`src/rtl/breath_pwm_multi.sv`:
```
// Multi-channel breathing-LED PWM driver with phase-staggered triangle ramps.
// Optional square-law brightness curve in breathe mode when BREATH_GAMMA_EN is defined.
module breath_pwm_multi #(
  parameter int unsigned CH           = 4,
  parameter int unsigned PWM_W        = 8,
  parameter int unsigned PRESCALE     = 1000,
  parameter int unsigned STEP_PERIODS = 4
) (
  input  logic             clk,
  input  logic             rst_n,
  input  logic             en,
  input  logic [1:0]       mode,
  input  logic [PWM_W-1:0] level,
  output logic [CH-1:0]    led,
  output logic             cycle_done
);

  localparam int unsigned PS_W    = (PRESCALE > 1) ? $clog2(PRESCALE) : 1;
  localparam int unsigned ST_W    = (STEP_PERIODS > 1) ? $clog2(STEP_PERIODS) : 1;
  localparam int unsigned SPACING = (1 << PWM_W) / CH;
  localparam logic [PWM_W-1:0] MAX = '1;

  localparam logic [1:0] MODE_BREATHE = 2'd0;
  localparam logic [1:0] MODE_STATIC  = 2'd1;
  localparam logic [1:0] MODE_ON      = 2'd3;

  logic [PS_W-1:0]            prescaler;
  logic [PWM_W-1:0]           pwm_cnt;
  logic [ST_W-1:0]            step_cnt;
  logic [CH-1:0][PWM_W-1:0]   duty;
  logic [CH-1:0]              dir_down;
  logic [1:0]                 mode_q;
  logic [PWM_W-1:0]           level_q;

  logic                       tick_c;
  logic                       boundary_c;
  logic                       step_c;
  logic                       done_c;
  logic [CH-1:0][PWM_W-1:0]   duty_d;
  logic [CH-1:0]              dir_d;
  logic [CH-1:0][PWM_W-1:0]   cmp_c;
  logic [CH-1:0]              led_d;
`ifdef BREATH_GAMMA_EN
  logic [CH-1:0][2*PWM_W-1:0] sq_c;
`endif

  // Tick/boundary/step decode and per-channel triangle ramp next-state.
  always_comb begin
    tick_c     = (prescaler == PS_W'(PRESCALE - 1));
    boundary_c = en && tick_c && (pwm_cnt == MAX);
    step_c     = boundary_c && (mode_q == MODE_BREATHE) &&
                 (step_cnt == ST_W'(STEP_PERIODS - 1));
    done_c     = step_c && dir_down[0] && (duty[0] == PWM_W'(1));
    duty_d     = duty;
    dir_d      = dir_down;
    if (step_c) begin
      for (int i = 0; i < CH; i++) begin
        if (!dir_down[i]) begin
          if (duty[i] == MAX) begin
            dir_d[i]  = 1'b1;
            duty_d[i] = MAX - PWM_W'(1);
          end else begin
            duty_d[i] = duty[i] + PWM_W'(1);
          end
        end else begin
          if (duty[i] == '0) begin
            dir_d[i]  = 1'b0;
            duty_d[i] = PWM_W'(1);
          end else begin
            duty_d[i] = duty[i] - PWM_W'(1);
          end
        end
      end
    end
  end

  // Compare value selection and next LED level.
  always_comb begin
    cmp_c = '0;
    led_d = '0;
`ifdef BREATH_GAMMA_EN
    sq_c  = '0;
`endif
    for (int i = 0; i < CH; i++) begin
`ifdef BREATH_GAMMA_EN
      sq_c[i] = (2*PWM_W)'(duty[i]) * (2*PWM_W)'(duty[i]);
      cmp_c[i] = (mode_q == MODE_BREATHE) ? sq_c[i][2*PWM_W-1:PWM_W] : level_q;
`else
      cmp_c[i] = (mode_q == MODE_BREATHE) ? duty[i] : level_q;
`endif
      led_d[i] = en && ((mode_q == MODE_ON) ||
                        ((mode_q == MODE_BREATHE || mode_q == MODE_STATIC) &&
                         (pwm_cnt < cmp_c[i])));
    end
  end

  always_ff @(posedge clk or negedge rst_n) begin
    if (!rst_n) begin
      prescaler  <= '0;
      pwm_cnt    <= '0;
      step_cnt   <= '0;
      dir_down   <= '0;
      mode_q     <= MODE_BREATHE;
      level_q    <= '0;
      led        <= '0;
      cycle_done <= 1'b0;
      for (int i = 0; i < CH; i++) begin
        duty[i] <= PWM_W'(i * SPACING);
      end
    end else begin
      led        <= led_d;
      cycle_done <= done_c;
      if (en) begin
        prescaler <= tick_c ? '0 : prescaler + PS_W'(1);
        if (tick_c) begin
          pwm_cnt <= pwm_cnt + PWM_W'(1);
        end
        if (boundary_c) begin
          mode_q  <= mode;
          level_q <= level;
          if (mode_q == MODE_BREATHE) begin
            step_cnt <= step_c ? '0 : step_cnt + ST_W'(1);
          end
        end
        duty     <= duty_d;
        dir_down <= dir_d;
      end
    end
  end

endmodule
```
`config.mk`:
```
export PLATFORM = sky130hd
export DESIGN_NAME = breath_pwm_multi
export DESIGN_NICKNAME = d
export VERILOG_FILES = /design/src/rtl/breath_pwm_multi.sv
export SDC_FILE = /design/constraint.sdc
export NUM_CORES = 1
export LEC_CHECK = 0
export ABC_CLOCK_PERIOD_IN_PS = 2600
export BUFFER_PORTS_ARGS = -buffer_cell sky130_fd_sc_hd__buf_2
export CORE_MARGIN = 1
export CORE_UTILIZATION = 30
export CTS_BUF_LIST = sky130_fd_sc_hd__clkbuf_4 sky130_fd_sc_hd__clkbuf_8
export DETAILED_ROUTE_END_ITERATION = 16
export GPL_ROUTABILITY_DRIVEN = 1
export RECOVER_POWER = 25
export SYNTH_ARGS = -nofsm -noshare
export SYNTH_HDL_FRONTEND = slang
export SYNTH_SLANG_ARGS = --single-unit
```
`constraint.sdc`:
```
create_clock -name clk -period 2.6 [get_ports clk]
set_clock_uncertainty 0.05 [all_clocks]
set_input_delay 0.13 -clock clk [delete_from_list [all_inputs] [get_ports clk]]
set_output_delay 0.13 -clock clk [all_outputs]
set_load 0.02 [all_outputs]
```
# Word level (Yosys, flattened, before mapping)
# Index checks and enable logic that the tools add are counted.
op_classes:
  n_eq_ne: 10
  reduce_logical: 28
  muxes: 30
  n_addsub: 11
  order_cmp: 4
ops:
  columns: ["operator", "n"]
  rows:
  - ["8-bit 2-to-1 mux", 16]
  - ["8-bit by 1-bit adder with 8-bit output, second input constant", 5]
  - ["8-bit equality test, second input constant", 5]
  - ["8-bit logical NOT", 4]
  - ["8-bit < comparator", 4]
  - ["8-bit by 1-bit subtractor with 8-bit output, second input constant", 4]
  - ["1-bit logical AND", 14]
  - ["1-bit 2-to-1 mux", 12]
  - ["10-bit by 1-bit adder with 10-bit output, second input constant", 1]
  - ["10-bit equality test, second input constant", 1]
  - ["10-bit 2-to-1 mux", 1]
  - ["8-bit by 1-bit equality test with 1-bit output, second input constant", 1]
  - ["2-bit AND reduction", 3]
  - ["1-bit logical OR", 5]
  - ["2-bit equality test, second input constant", 2]
  - ["3-bit AND reduction", 1]
  - ["2-bit by 1-bit adder with 2-bit output, second input constant", 1]
  - ["2-bit by 1-bit equality test with 1-bit output, second input constant", 1]
  - ["2-bit logical NOT", 1]
  - ["2-bit 2-to-1 mux", 1]
word_totals:
  out_inout_bits: 5
  wordCells: 95
  ff_bits: 71
  in_bits: 13

# Depth between registers and ports, before layout
logic_depth:
  ltp_word: 7
  mapped_depth: 11

# Least setup slack after synthesis
# No wires, ideal clock.
synth_path:
  path_kind: "reg2reg"
  from: "reg mode_q[0]"
  to: "reg led[0]"
  setup_ns: 0.082
  path_stages_with_launch: 12
  synth_period_minus_slack_ns: 2.652
  setup_slack_ns: -0.052
  arrival_ns: 2.520
  cell_sequence: "dfrtp_1 nor2_1 clkbuf_1 clkbuf_1 buf_1 a21oi_1 ha_1 a21o_1 a21o_1 a21oi_1 o21ai_0 a31oi_1"
synth_via:
  elab_chain_len: 6
  elab_cells_between_ends: 9
  classes_between: "1 x order compare; 2 x eq/ne; 1 x mux; 5 x reduce/logical"
synth_lines:
  columns: ["item", "line", "source"]
  rows:
  - ["start: declaration", "32", "logic [1:0] mode_q;"]
  - ["start signal: assignment", "119", "mode_q <= mode;"]
  - ["2-bit logical NOT", "89, 92", null]
  - ["8-bit 2-to-1 mux", "89", "cmp_c[i] = (mode_q == MODE_BREATHE) ? duty[i] : level_q;"]
  - ["8-bit < comparator", "93", "(pwm_cnt < cmp_c[i])));"]
  - ["1-bit logical AND", "92", "((mode_q == MODE_BREATHE || mode_q == MODE_STATIC) &&"]
  - ["1-bit logical OR *", "91", "led_d[i] = en && ((mode_q == MODE_ON) ||"]
  - ["1-bit logical AND *", "91", null]
  - ["via led_d[0]", "42", "logic [CH-1:0] led_d;"]
  - ["end signal: assignment", "111", "led <= led_d;"]
  - ["end: declaration", "14", "output logic [CH-1:0] led,"]
# The timed path passes the listed nets; every way through them passes the cells marked *.
# A chain may end at the register's enable or synchronous reset.

# Worst setup path in the final report
# Ends and elaborated chain as after synthesis.

==> metrics.yaml <==
cp_max_fo: 27
drt-total-wl_um: 13400
die_h_um: 135
async_flop_share: 1.00
synth_edf_count: 0
max_slew_margin: -0.220
final_area_um2: 5940
grt_pass1_wl_um: 22300
max_stage_delay_ns: 0.41
clockRootBuffer: "clkbuf_8"
cts_resized: 0
p_per_area_nw_per_um2: 370
cp-start-kind: "register"
postRouteAntennaNets: 0
drive_gt1_frac: 0.136
yosysSeqAreaShare: 0.338
io_pins: 18
cp_slowest_cell: "dfrtp_1"
num_rows: 48
vias: 4628
synthXorXnorAreaFrac: 0.0366
gp_congestion: 0.837
cp_data_arrival_time_ns: 2.52
power.leakage_nw: 2.60
portBuffers: 17
coreArea_um2: 17200
grt_max_degree: 72
synth_top_family_by_area: "compound AO/OA/AOI/OAI gates"
cts_tree: "done"
violations: "capacitance limit, slew limit"
cp_cell_sequence: "nor2_2, buf_4, a21oi_1, ha_1, a21o_1, a21o_1, a21oi_1, o21ai_0, a31oi_1"
outcome: "finished with violations"
hold_buffers: 11
vias_per_cell: 5.32
die_x_um: 135
gr-total-overflow: 0
num-nets-final: 697
finalPower_mw: 2.20
h-tree-depth: 3
setup_viol: 0
postPlaceCellArea_um2: 5660
synthCells: 616
period_needed_ns: 2.28
antenna_cells: 0
synthDistinctLibCells: 68
grt.total_usage: 0.157
tightest_slew_ns: 1.83
post-dp-hpwl_um: 9080
drtPass1Iterations: 5
period_share: 0.877
syn_to_final_growth_pct: 12.7
clkSlewWorstSetupHoldPaths_ns: 0.08
cts.sinks: 71
slew_violations: 72
cp.required_ns: 2.85
peakVddDrop_v: 0.000387
syn_area_per_cell_um2: 8.55
die_area_um2: 18100
synthAdderAreaFrac: 0.104
holdCritPathClass: "primary input to register"
syn_area_um2: 5270
cts.path.max_buffers: 2
ys_warn_count: 0
cp_top_family: "compound AO/OA/AOI/OAI gates"
antenna_found_initial: 0
ys.flop_type: "dfrtp_1"
insertion_delay_ns: 0.38
synth_mux_area_frac: 0.0373
yosys.area_share.simple: 0.205
ys_ff_latch: 71
wl_per_cell_um: 15.4
endpoint_kind: "register"
cts_made_buffers: 9
drc: 0
drv_cap: 1
grt_pass1_vias: 4262
synth_compound_area_frac: 0.226
path_buf_inv: 1
rsz0062_at_grt: "false"
crit_type: "register to register"
hold_viol: 0
initial_core_util: 0.306
drtIter0Drc: 271
fmax_mhz: 439
tns_ns: 0
postCtsSetupRepairBufs: 0
syn_nets: 673
-- tightest hold or removal path: cells and delay by family --
family	cells	cell delay, ns
buffers and inverters	1	0.15
and+or+nand+nor	1	0.09
xor gates and xnor gates	1	0.06
-- Yosys cell counts, drive strengths merged, types with 2 or more instances --
cell,n,area (um2)
mux2,13,146
ha,44,551
o21ai,54,274
inv,22,82.6
o211ai,2,15.0
xor2,4,35.0
a21boi,3,22.5
a21o,9,67.6
a21oi,73,365
and2,2,12.5
nor2,56,210
xnor2,18,158
o31ai,6,63.8
buf,16,97.6
o21a,3,22.5
dfstp,4,105
dfrtp,67,1680
mux2i,5,50.1
nor4b,3,41.3
nand3,17,85.1
o22ai,4,25.0
nand2,31,124
nor3b,3,22.5
and4,5,43.8
a311oi,2,17.5
or3,5,41.3
and3,11,68.8
nand2b,5,31.3
a31oi,22,138
clkbuf,26,98.8
nor2b,14,95.1
or4,3,22.5
o32a,4,40.0
nand4,16,106
nor4,3,25.0
o22a,2,17.5
nor3,23,120
-- through the flow --
step | utilization | worst slack, ns | instances | hold WS (ns)
3_5_place_dp | 0.328 | 0.348 | 843 | 0.299
5_1_grt | 0.345 | 0.158 | 870 | 0.0698
4_1_cts | 0.345 | 0.325 | 870 | 0.0257
3_3_place_gp | 0.328 | 0.392 | 843 | 0.295
6_report | 0.345 | 0.321 | 870 | 0.0385
2_1_floorplan | - | 0.0450 | 616 | -0.216
-- power by group --
| group | switching (mW) | internal (mW) |
|---|---|---|
| Combinational | 0.0765 | 0.0742 |
| Sequential | 0.0512 | 1.16 |
| Clock | 0.476 | 0.361 |
-- registers in the layout (all words and copies together) (netlist names) --
register / cells
pwm_cnt: 8
cycle_done: 1
mode_q: 2
duty: 32
step_cnt: 2
led: 4
prescaler: 10
dir_down: 4
level_q: 8
-- cells by family after synthesis --
| kind of cell | count (synthesis) |
|---|---|
| AO/OA/AOI/OAI | 197 |
| XOR/XNOR | 22 |
| adder cells (fa/ha/maj) | 44 |
| buffers and inverters | 64 |
| flip-flops | 71 |
| multiplexers | 18 |
| AND/OR/NAND/NOR | 200 |
-- routing by layer --
layer	wire length (um)	GRT usage	up-vias
met3	460	0.0214	19
met4	274	0.0662	0
met5	0	0	-
li1	-	-	2296
met2	5960	0.237	114
met1	6690	0.225	2199
-- final cells by class --
| class | count | area (um2) |
|---|---|---|
| clock buffers | 10 | 131 |
| clock inverters | 6 | 46.3 |
| fillers | 1767 | 11300 |
| inverters | 22 | 82.6 |
| multi-input cells | 481 | 3210 |
| flip-flops and latches | 71 | 1780 |
| well taps | 225 | 282 |
| repair buffers | 55 | 404 |
-- final timing paths --
| path | to | from | cells past startpoint | slack (ns) |
|---|---|---|---|---|
| hold reg to reg | prescaler[2] | prescaler[2] | 1 | 0.45 |
| hold / removal | prescaler[2] | en | 3 | 0.04 |
| setup / recovery | led[0] | mode_q[0] | 9 | 0.32 |
| setup reg to reg | led[0] | mode_q[0] | 9 | 0.32 |
| max in group asynchronous | dir_down[2] | rst_n | 2 | 0.68 |
| min in group asynchronous | dir_down[3] | rst_n | 2 | 0.75 |
-- placed cells by master (no fill, tap or decap), types with 4 or more instances in the layout --
cell type,Yosys,routed
nor3_1,22,22
a21o_1,9,9
and4_1,5,5
o32a_1,4,4
xnor2_1,18,18
o21ai_0,46,46
nand4_1,15,15
buf_4,3,26
inv_1,22,22
clkbuf_1,25,5
dfstp_2,4,4
dfrtp_1,67,67
mux2_2,13,13
ha_1,44,44
o31ai_1,4,4
nand2b_1,5,5
a21oi_1,73,73
a31oi_1,22,22
nor2_1,56,55
and3_1,11,11
dlygate4sd3_1,0,11
xor2_1,4,4
o21ai_1,7,7
nand3_1,17,17
o22ai_1,4,4
mux2i_1,5,5
nand2_1,30,30
clkbuf_8,0,9
nor2b_1,13,13
buf_2,9,11
(Power assumes the default switching activity.)
